<file path="src/rtl/rl_lut_addr_gen.sv">
// Front-end of the range-limited LJ pipeline: turns a float r2 into a coefficient
// memory address/read enable and delays r2/valid/in-range to line up with memory q.
module rl_lut_addr_gen #(
    parameter int             DATA_WIDTH        = 32,
    parameter int             SEGMENT_NUM       = 14,
    parameter int             BIN_WIDTH         = 8,
    parameter int             LOOKUP_ADDR_WIDTH = 12,
    parameter logic [7:0]     EXP_0             = 8'd113,
    parameter int             LUT_LATENCY       = 1,
    parameter int             CNT_WIDTH         = 16
) (
    input  logic                         clk,
    input  logic                         rst,
    input  logic                         r2_valid,
    input  logic [DATA_WIDTH-1:0]        r2,
    input  logic                         cnt_clr,
    output logic [LOOKUP_ADDR_WIDTH-1:0] lut_addr,
    output logic                         lut_rden,
    output logic [DATA_WIDTH-1:0]        r2_out,
    output logic                         r2_out_valid,
    output logic                         in_range_out,
    output logic [CNT_WIDTH-1:0]         oor_count
);

    localparam int SEG_W = LOOKUP_ADDR_WIDTH - BIN_WIDTH;

    logic                         sign;
    logic [7:0]                   e;
    logic [7:0]                   seg_full;
    logic                         in_range;
    logic                         oor_inc;
    logic [LOOKUP_ADDR_WIDTH-1:0] addr;

    always_comb begin
        sign     = r2[DATA_WIDTH-1];
        e        = r2[30:23];
        seg_full = e - EXP_0;
        // The upper-bound compare is done one bit wider so EXP_0 + SEGMENT_NUM cannot wrap.
        in_range = !sign && (e != 8'd0) && (e != 8'hFF) && (e >= EXP_0) &&
                   ({1'b0, e} < ({1'b0, EXP_0} + 9'(SEGMENT_NUM)));
        addr     = {seg_full[SEG_W-1:0], r2[22 -: BIN_WIDTH]};
        oor_inc  = r2_valid && !in_range;
    end

    logic                  s1_valid;
    logic                  s1_in_range;
    logic [DATA_WIDTH-1:0] s1_r2;

    always_ff @(posedge clk or posedge rst) begin
        if (rst) begin
            lut_addr    <= '0;
            lut_rden    <= 1'b0;
            s1_valid    <= 1'b0;
            s1_in_range <= 1'b0;
            s1_r2       <= '0;
        end else begin
            lut_rden <= r2_valid && in_range;
            s1_valid <= r2_valid;
            if (r2_valid) begin
                lut_addr    <= in_range ? addr : '0;
                s1_in_range <= in_range;
                s1_r2       <= r2;
            end
        end
    end

    always_ff @(posedge clk or posedge rst) begin
        if (rst) begin
            oor_count <= '0;
        end else if (cnt_clr) begin
            oor_count <= CNT_WIDTH'(oor_inc);
        end else if (oor_inc && (oor_count != '1)) begin
            oor_count <= oor_count + 1'b1;
        end
    end

    // Data stages only load on a valid sample, so outputs hold across gaps.
    logic                  dl_valid    [LUT_LATENCY];
    logic                  dl_in_range [LUT_LATENCY];
    logic [DATA_WIDTH-1:0] dl_r2       [LUT_LATENCY];

    always_ff @(posedge clk or posedge rst) begin
        if (rst) begin
            for (int i = 0; i < LUT_LATENCY; i++) begin
                dl_valid[i]    <= 1'b0;
                dl_in_range[i] <= 1'b0;
                dl_r2[i]       <= '0;
            end
        end else begin
            dl_valid[0] <= s1_valid;
            if (s1_valid) begin
                dl_in_range[0] <= s1_in_range;
                dl_r2[0]       <= s1_r2;
            end
            for (int i = 1; i < LUT_LATENCY; i++) begin
                dl_valid[i] <= dl_valid[i-1];
                if (dl_valid[i-1]) begin
                    dl_in_range[i] <= dl_in_range[i-1];
                    dl_r2[i]       <= dl_r2[i-1];
                end
            end
        end
    end

    always_comb begin
        r2_out_valid = dl_valid[LUT_LATENCY-1];
        in_range_out = dl_in_range[LUT_LATENCY-1];
        r2_out       = dl_r2[LUT_LATENCY-1];
    end

endmodule

</file>
<file path="config.mk">
export PLATFORM = sky130hd
export DESIGN_NAME = rl_lut_addr_gen
export DESIGN_NICKNAME = d
export VERILOG_FILES = /design/src/rtl/rl_lut_addr_gen.sv
export SDC_FILE = /design/constraint.sdc
export NUM_CORES = 1
export LEC_CHECK = 0
export BUFFER_PORTS_ARGS = -buffer_cell sky130_fd_sc_hd__buf_2
export CORE_MARGIN = 8
export CORE_UTILIZATION = 46
export DETAILED_ROUTE_END_ITERATION = 12
export PLACE_DENSITY_LB_ADDON = 0.08
export SYNTH_ARGS = -nofsm -noshare
export SYNTH_HDL_FRONTEND = slang
export SYNTH_SLANG_ARGS = --single-unit
</file>
<file path="constraint.sdc">
create_clock -name clk -period 6.6 [get_ports clk]
set_input_delay 0.33 -clock clk [delete_from_list [all_inputs] [get_ports clk]]
set_output_delay 0.33 -clock clk [all_outputs]
set_load 0.01 [all_outputs]
</file>
==> reports/metrics.cfg <==
[outcome]
status=finished, final reports clean

[detailed_routing]
num_vias=2761
drt_iter0_drc=95
ant_nets=0
wire_per_inst_um=16.5
drcViolationCount=0
routed_via_density=5.30
first_pass_iters=4
routed_wl_mm=8.58

[critical_path]
worstPathCellList=buf_2 -> buf_4 -> clkinv_1 -> a41o_1 -> nor4b_1 -> mux2_2
critPathMaxFanout=46
rr_worst_depth=6
worstReg2RegStart=oor_count[0]$_DFFE_PP0P_
end_kind=flop
worst_setup_path_start_kind=primary input
r2r_slack_ps=4570
slowest_delay_ps=630
timing.rr.end=oor_count[13]$_DFFE_PP0P_
crit_family=buffers and inverters
slowest_stage=a41o_1
required_ps=6840
worst_ep_arrival_time_ps=2850
path_buf_inv=3
critical_path_class=primary input to flop

[clock_network]
post_cts_resized=0
ctsHoldBuffers=1
cts_root_buf=clkbuf_8
htree_levels=3
cts_tree=built
post_cts_buffers=0
cts_buffers=9
cts_num_sinks=97
clk_latency_ps=350
clkSlewWorstSetupHoldPaths_ps=100
ctsLongestPathBuffers=2

[job]
drv_cap=0

[layout]
area_delta_synth_final_pct=20.0
seq_area_um2=2430
nFillCells=762
final_nets=449
layout_common_cells=buf_2 (98), dfrtp_1 (97), mux2_2 (65), nand2_1 (14), inv_1 (14)
layout_commonest_cell=buf_2
layout-drive-gt1-share=0.448
multi_input_comb_area_um2=1480
diodes=0

[pwr]
cellPowerDensity_nw_per_um2=251
ir_drop_uv=117
p_leak_nw=2.32

[sta]
hold_viol_final=0
slew_headroom=0.425
final_period_minus_worst_setup_slack_ps=2620
drv_slew=0
finalCritPeriodShare=0.397
max_freq_mhz=382
rsz0062_at_grt=no
setup_viol=0
worstMarginPinSlew_ps=863
fin_ws_ps=3980
setup_tns_ps=0
fin_worst_skew_ps=8.51

[min_path]
hold_path_startpoint=r2[19]
hold_class=primary input to flop
min_to=s1_r2[19]$_DFFE_PP0P_
min_path_cells=3

[synthesis]
ys_seq_elements=97
yosysWarnings=0
async_flop_share=1.00
synth.top_cells.by_area=dfrtp_1 (60%), mux2_2 (18%), o2bb2ai_1 (2.0%)
synth_area_leader_cell=dfrtp_1
ys_types=39
synth_edf_count=0
synth_ff_type=dfrtp_1
netlist_instances=312
synth_top_area_share=0.602
synth.net_count=352
yosysSeqAreaShare=0.602
syn-mean-instance-area_um2=12.9
synth_area_um2=4030

[die]
ios=99
fp.dieH_um=110
core_um2=8590
die_area_um2=12000
rows=34
start_util=0.469
die_w_um=110

[place]
gp_congestion=0.779
dp_slack_ps=3640
dpl.hpwl_mm=5.88
io_buffers=98

[global_route]
grt_overflow=0
grt_pass1_vias=2741
grt_use_total=0.145
antenna_found_initial=0
grt_max_degree=70
grt_pass1_wl_mm=13.7

-- area by class of cell --
class | count | area share
clock inverter | 5 | 0.0135
timing repair buffer | 103 | 0.110
tap | 108 | 0.0280
clock buffer | 10 | 0.0285
multi-input combinational | 182 | 0.305
sequential | 97 | 0.502
inverter | 16 | 0.0129
-- where the power goes --
part | internal [mW] | leakage [nW] | switching, mW | total [mW]
Combinational | 0.0751 | 1.02 | 0.0770 | 0.152
Sequential | 0.645 | 1.21 | 0.0275 | 0.672
Clock | 0.187 | 0.0965 | 0.202 | 0.389
-- kinds of logic after synthesis --
| family | after synthesis | share of synthesized area |
|---|---|---|
| xor+xnor | 2 | 0.00435 |
| buf+inv | 33 | 0.0329 |
| simple gates | 73 | 0.0993 |
| fa+ha+maj | 4 | 0.0124 |
| flops | 97 | 0.602 |
| mux | 65 | 0.182 |
| compound gates | 38 | 0.0671 |
-- layer usage --
metal	global-route usage	vias up	share of wire
li1	-	1313	-
met1	0.189	1374	0.46
met2	0.224	68	0.46
met3	0.0457	6	0.074
met4	0.0521	0	0.0090
met5	0	-	0
-- worst max-delay path by stage --
| stage | start | end | cells past startpoint |
|---|---|---|---|
| 6_report | r2_valid | oor_count[6]$_DFFE_PP0P_ | 6 |
| 5_1_grt | r2_valid | oor_count[15]$_DFFE_PP0P_ | 6 |
| 4_1_cts | r2_valid | oor_count[6]$_DFFE_PP0P_ | 6 |
| 3_5_place_dp | r2_valid | oor_count[6]$_DFFE_PP0P_ | 6 |
| 3_3_place_gp | r2_valid | oor_count[6]$_DFFE_PP0P_ | 6 |
| 2_1_floorplan | rst | in_range_out$_DFFE_PP0P_ | 1 |
-- worst min-delay path, stage by stage --
cell and delay [ps]:
buf_2 80, nand2_1 60, o21ai_0 60
-- through the flow --
step / hold WS (ps) / utilization / instances / area [um^2] / power (mW)
after floorplan: 352 / - / 312 / 4030 / 0.773
after global routing: 179 / 0.563 / 521 / 4830 / 1.28
after detailed placement: 341 / 0.538 / 505 / 4620 / 0.841
after CTS: 187 / 0.563 / 521 / 4830 / 1.23
after global placement: 333 / 0.538 / 505 / 4620 / 0.837
final: 205 / 0.563 / 521 / 4830 / 1.21
-- state kept, by name (all words and copies together), names as in the netlist --
register,flops
in_range_out,1
lut_addr,12
lut_rden,1
oor_count,16
r2_out,32
r2_out_valid,1
s1_in_range,1
s1_r2,32
s1_valid,1
-- Yosys cell counts (4+ instances only) --
cell type  count
nor2_1        11
o2bb2ai_1      9
nor2b_1       10
nand2_1       14
o21ai_0        9
nand3_1        9
or4_1          4
clkbuf_1      14
nor4_1         9
nand4_1        5
a21oi_1        4
mux2_2        65
ha_1           4
dfrtp_1       97
o31ai_1        5
inv_1         15
Note: power is estimated with default switching activity, not from simulation.
